### config.mk
export PLATFORM = sky130hd
export DESIGN_NAME = gost_multiround
export DESIGN_NICKNAME = d
export VERILOG_FILES = /design/src/rtl/gost_multiround.sv
export SDC_FILE = /design/constraint.sdc
export NUM_CORES = 1
export LEC_CHECK = 0
export ABC_AREA = 1
export CAP_MARGIN = 10
export CORE_UTILIZATION = 52
export DETAILED_ROUTE_END_ITERATION = 10
export PLACE_DENSITY_LB_ADDON = 0.12
export SLEW_MARGIN = 20
export SYNTH_ARGS = -nofsm -noshare
export SYNTH_HDL_FRONTEND = slang
export SYNTH_SLANG_ARGS = --single-unit
### constraint.sdc
create_clock -name iclk -period 19.93 [get_ports iclk]
set_clock_uncertainty 0.05 [all_clocks]
set_input_delay 3.986 -clock iclk [delete_from_list [all_inputs] [get_ports iclk]]
set_output_delay 3.986 -clock iclk [all_outputs]
set_load 0.03 [all_outputs]
### src/rtl/gost_multiround.sv
// rtl/gost_multiround.sv - GOST R 34.12-2015 Magma block cipher, ROUNDS_PER_CLK Feistel rounds per clock
module gost_multiround #(
  parameter int ROUNDS_PER_CLK = 1
) (
  input  logic         iclk,
  input  logic         irst,
  input  logic         istart,
  input  logic         ienc_dec,
  input  logic [255:0] ikey,
  input  logic [63:0]  iblock,
  output logic [63:0]  oblock,
  output logic         odone,
  output logic         obusy
);

  if (!(ROUNDS_PER_CLK inside {1, 2, 4, 8})) begin : g_bad_rounds
    $error("gost_multiround: ROUNDS_PER_CLK must be 1, 2, 4 or 8");
  end

  typedef enum logic [1:0] {IDLE, RUN, DONE} state_t;

  localparam logic [3:0] PI [8][16] = '{
    '{4'd12, 4'd4,  4'd6,  4'd2,  4'd10, 4'd5,  4'd11, 4'd9,  4'd14, 4'd8,  4'd13, 4'd7,  4'd0,  4'd3,  4'd15, 4'd1},
    '{4'd6,  4'd8,  4'd2,  4'd3,  4'd9,  4'd10, 4'd5,  4'd12, 4'd1,  4'd14, 4'd4,  4'd7,  4'd11, 4'd13, 4'd0,  4'd15},
    '{4'd11, 4'd3,  4'd5,  4'd8,  4'd2,  4'd15, 4'd10, 4'd13, 4'd14, 4'd1,  4'd7,  4'd4,  4'd12, 4'd9,  4'd6,  4'd0},
    '{4'd12, 4'd8,  4'd2,  4'd1,  4'd13, 4'd4,  4'd15, 4'd6,  4'd7,  4'd0,  4'd10, 4'd5,  4'd3,  4'd14, 4'd9,  4'd11},
    '{4'd7,  4'd15, 4'd5,  4'd10, 4'd8,  4'd1,  4'd6,  4'd13, 4'd0,  4'd9,  4'd3,  4'd14, 4'd11, 4'd4,  4'd2,  4'd12},
    '{4'd5,  4'd13, 4'd15, 4'd6,  4'd9,  4'd2,  4'd12, 4'd10, 4'd11, 4'd7,  4'd8,  4'd1,  4'd4,  4'd3,  4'd14, 4'd0},
    '{4'd8,  4'd14, 4'd2,  4'd5,  4'd6,  4'd9,  4'd1,  4'd12, 4'd15, 4'd4,  4'd11, 4'd0,  4'd13, 4'd10, 4'd3,  4'd7},
    '{4'd1,  4'd7,  4'd14, 4'd13, 4'd0,  4'd5,  4'd8,  4'd3,  4'd4,  4'd15, 4'd10, 4'd6,  4'd9,  4'd12, 4'd11, 4'd2}
  };

  function automatic logic [31:0] g_func(input logic [31:0] a, input logic [31:0] k);
    logic [31:0] sum;
    logic [31:0] s;
    sum = a + k;
    for (int i = 0; i < 8; i++) s[4*i +: 4] = PI[i][sum[4*i +: 4]];
    return {s[20:0], s[31:21]};
  endfunction

  // Decrypt round r takes encrypt round 31-r, which is ~r in 5 bits.
  function automatic logic [31:0] round_key(input logic [255:0] key, input logic dec,
                                            input logic [4:0] r);
    logic [4:0] er;
    logic [2:0] idx;
    er  = dec ? ~r : r;
    idx = (er < 5'd24) ? er[2:0] : ~er[2:0];
    return key[(7 - idx) * 32 +: 32];
  endfunction

  state_t        state, state_nx;
  logic [255:0]  key_q;
  logic          dec_q;
  logic [31:0]   hi_q, lo_q, hi_nx, lo_nx;
  logic [4:0]    cnt_q;
  logic          last;

  always_comb begin
    logic [31:0] h, l, t;
    h = hi_q;
    l = lo_q;
    for (int k = 0; k < ROUNDS_PER_CLK; k++) begin
      t = h ^ g_func(l, round_key(key_q, dec_q, cnt_q + 5'(k)));
      h = l;
      l = t;
    end
    hi_nx = h;
    lo_nx = l;
  end

  assign last = ({1'b0, cnt_q} + 6'(ROUNDS_PER_CLK)) == 6'd32;

  always_comb begin
    state_nx = state;
    case (state)
      IDLE:    if (istart) state_nx = RUN;
      RUN:     if (last) state_nx = DONE;
      DONE:    if (!istart) state_nx = IDLE;
      default: state_nx = IDLE;
    endcase
  end

  always_ff @(posedge iclk) begin
    if (irst) begin
      state  <= IDLE;
      oblock <= '0;
      cnt_q  <= '0;
    end else begin
      state <= state_nx;
      if (state == IDLE && istart) begin
        key_q <= ikey;
        dec_q <= ienc_dec;
        hi_q  <= iblock[63:32];
        lo_q  <= iblock[31:0];
        cnt_q <= '0;
      end else if (state == RUN) begin
        hi_q  <= hi_nx;
        lo_q  <= lo_nx;
        cnt_q <= cnt_q + 5'(ROUNDS_PER_CLK);
        if (last) oblock <= {lo_nx, hi_nx};
      end
    end
  end

  assign odone = (state == DONE);
  assign obusy = (state == RUN);

endmodule

==> parameters.txt <==
Parameter                              Value

Min path
  Destination of the worst hold path    oblock[3]$_SDFFE_PP0P_
  Hold path cells    2
  Min-delay worst type    reg2reg
  Worst Min Path Start    oblock[3]$_SDFFE_PP0P_

Global routing
  Global routing usage on met3    under 10%
  Global-route track usage on met2    47.8%
  Pin count of the biggest net entering global routing    93
  Layer carrying the most global-route usage    met2
  Remaining Overflow, GRT    0
  Global-route usage over all layers    29.0%
  Via count of the first global-routing pass    15900
  Antenna violations before repair    6
  Wire length of the first global-routing pass    ~85000 um
  GRT met1 Usage    39.2%

Routing
  Post-route antenna net violation count    0
  TritonRoute pass-1 iters    6
  Detailed-route wire length    55900 um
  Initial drt markers    1263
  Wire length per cell after detailed routing    17.7 um
  Vias per Instance    5.28
  Via total after detailed routing    16700
  Number of DRC violations after detailed routing    0

STA
  Transition time of the tightest slew-check pin    1.06 ns
  Sum of negative setup slack    0 ns
  Setup slack after layout    11.83 ns
  Setup repair after global routing missed its margin    false
  Share of the clock period used by the worst path    40.6%
  Peak clock frequency supported by timing    ~0.12 GHz
  Final setup violation count    0
  Clock period minus final worst setup slack    8.10 ns
  Max-slew headroom at the worst pin    29.3%
  Final Hold Fails    0
  Number of pins with negative max-slew slack in the final report    0

Power
  Power density over the cells    96.8 nW/um2
  Maximum resistive drop on vdd    approximately 0.087 mV
  Static power due to leakage    10.8 nW

Setup path
  Reg2reg start    dec_q$_DFFE_PP_
  Register-to-Register Path Depth    24
  Crit. Startpoint    istart
  Worst endpoint data arrival time    8.23 ns
  Element type at the critical path start    primary input
  Element type at the critical path end    flop
  Largest driver fanout on the critical path    88
  Reg2reg setup slack    14.18 ns
  Required @ worst endpoint    20.06 ns
  Worst setup path class    in2reg
  Endpoint of the worst register-to-register path    hi_nx[25]$_DFFE_PP_

Yosys
  Number of distinct library cells after synthesis    37
  Most common cell in the netlist    nand2_1
  Async set-reset flop share out of synthesis    0%
  Yosys Warn Count    0
  Number of enable-type register cells in the synthesized netlist    321
  Number of instances in the synthesized netlist    2254
  Summed instance area of the synthesized netlist    19700 um2
  Biggest area consumer among synthesized cells    edfxtp_1
  Fraction of synthesized cell area taken by the top area cell type    49.0%
  Most instantiated cells after synthesis    nand2_1 (811), edfxtp_1 (321), nand3_1 (289), inv_1 (222), nor2_1 (154)
  Portion of the post-synthesis area used by sequential elements    56.2%
  Flip-flop and latch count after synthesis    392
  Synth top area cells    edfxtp_1 (49%), nand2_1 (15%), nand3_1 (7.4%)
  Mean cell area of the mapped netlist    just under 9 um2
  Net count after synthesis    ~2600
  Prevailing post-synth register cell    edfxtp_1

Outcome
  Result of the run    finished, final reports clean

Clock tree
  Post-CTS Setup Repair Bufs    0
  Post-CTS clock slew at the launch and capture registers of the worst setup and hold paths    0.06 ns
  Count of clock tree sinks    ~400
  Worst-case clock buffer depth    3
  Hold-fix buffer count after cts    0
  Num CTS Buffers    41
  Clock tree from TritonCTS    done
  Clock root buffer master    clkbuf_16
  Number of H-tree branching levels    2
  Later-pin clock latency in the skew report    0.58 ns
  Cells resized by post-CTS repair    0

Floorplanning
  Die Outline Area    about 39000 um2
  Floorplan die height    196 um
  Site row count    70
  Die Width    196 um
  Starting Density    53.3%
  Area of the core    36900 um2
  Count of pins on the block boundary    390

Finish
  Total area of multi-input combinational cells    7480 um2
  Final-stage net count    3019
  Area grow syn2layout    28.9%
  Area of all sequential standard cells    11100 um2
  Share of cells above drive strength 1    3.96%
  Filler Cells Inserted    slightly below 3000

Placement
  Port Buffer Count    389
  Setup WS pre-CTS    11.29 ns
  Detailed placer's ending HPWL    41200 um
  RD Place Congestion    0.947

Run
  Max-capacitance violation count    0
==> registers in the layout, summed over array words and instances (netlist names) <==
name	flops
key_q	256
hi_nx	32
state	2
cnt_q	5
oblock	64
hi_q	32
dec_q	1
==> power breakdown <==
group          total (mW)  switching (mW)  internal (mW)
clock               0.738           0.315          0.423
combinational       0.738           0.472          0.266
sequential          0.978          0.0301          0.948
==> per-layer routing <==
layer	share of wire [%]	wire length (um)
met5	0.023	13
met4	2.5	1380
met3	8.1	4540
met2	47	26500
met1	42	23400
==> area by class of cell <==
type                       count  area share, %
multi-input combinational   1556           29.5
clock inverter                20          0.661
antenna                        5         0.0493
sequential                   392           43.6
tap                          504           2.49
timing repair buffer         405           15.9
clock buffer                  51           4.40
inverter                     228           3.38
==> cells by family after synthesis <==
kind of cell	count (synthesis)	share of synthesized area (%)
AOI/OAI and AO/OA	164	4.89
xor gates and xnor gates	27	1.28
adders and majority gates	71	4.56
buffers and inverters	306	5.93
DFF	392	56.2
and+or+nand+nor	1294	27.1
==> worst max-delay path, cell delays in order <==
cell,delay [ns]
clkdlybuf4s50_1,0.51
nand3_2,0.08
buf_4,0.31
nor2_4,0.58
buf_4,0.83
buf_4,0.84
buf_4,0.94
==> stage by stage <==
| step | cells | power, mW | hold WS [ns] | util (%) | area, um2 |
|---|---|---|---|---|---|
| after floorplan | 2254 | 1.49 | 0.433 | - | 19700 |
| after detailed placement | 3084 | 1.73 | 0.437 | 65.2 | 24000 |
| after CTS | 3155 | 2.46 | 0.445 | 68.7 | 25300 |
| after global placement | 3084 | 1.70 | 0.434 | 65.2 | 24000 |
| after global routing | 3160 | 2.60 | 0.453 | 68.8 | 25400 |
| final | 3161 | 2.45 | 0.445 | 68.8 | 25400 |
==> worst max path at each step <==
stage / endpoint / slack [ns] / cells past startpoint
5_1_grt: key_q[128]$_DFFE_PP_ / 11.59 / 7
2_1_floorplan: dec_q$_DFFE_PP_ / 3.93 / 3
3_5_place_dp: key_q[128]$_DFFE_PP_ / 11.29 / 7
3_3_place_gp: key_q[128]$_DFFE_PP_ / 11.41 / 7
4_1_cts: key_q[128]$_DFFE_PP_ / 11.89 / 7
6_report: key_q[61]$_DFFE_PP_ / 11.83 / 7
==> cells in the final DEF (no fill, tap or decap), types with 2 or more instances in the layout <==
cell               n
clkbuf_16         42
bufinv_16          2
inv_1            221
xnor2_1           14
o21ai_0           64
a21oi_4            2
nand3_1          288
inv_2              7
clkinv_2           5
a31oi_1            6
nand2_1          811
and2_1             2
clkbuf_1           6
o22ai_1            2
nor3_1             8
nand2_2           12
nor4_1             2
nand4_1            3
xor2_1            11
a211oi_1          32
dfxtp_1           71
o211ai_1           6
diode_2            5
o21bai_1           7
a21oi_1           36
nor2_1           153
clkinv_1          10
clkdlybuf4s50_1  388
nor2_4             2
o21ai_1            7
edfxtp_1         321
nand3_2            3
nand2_4            2
clkbuf_8           3
buf_4             15
ha_1              70
nand3b_1           6
(Power assumes the default switching activity.)
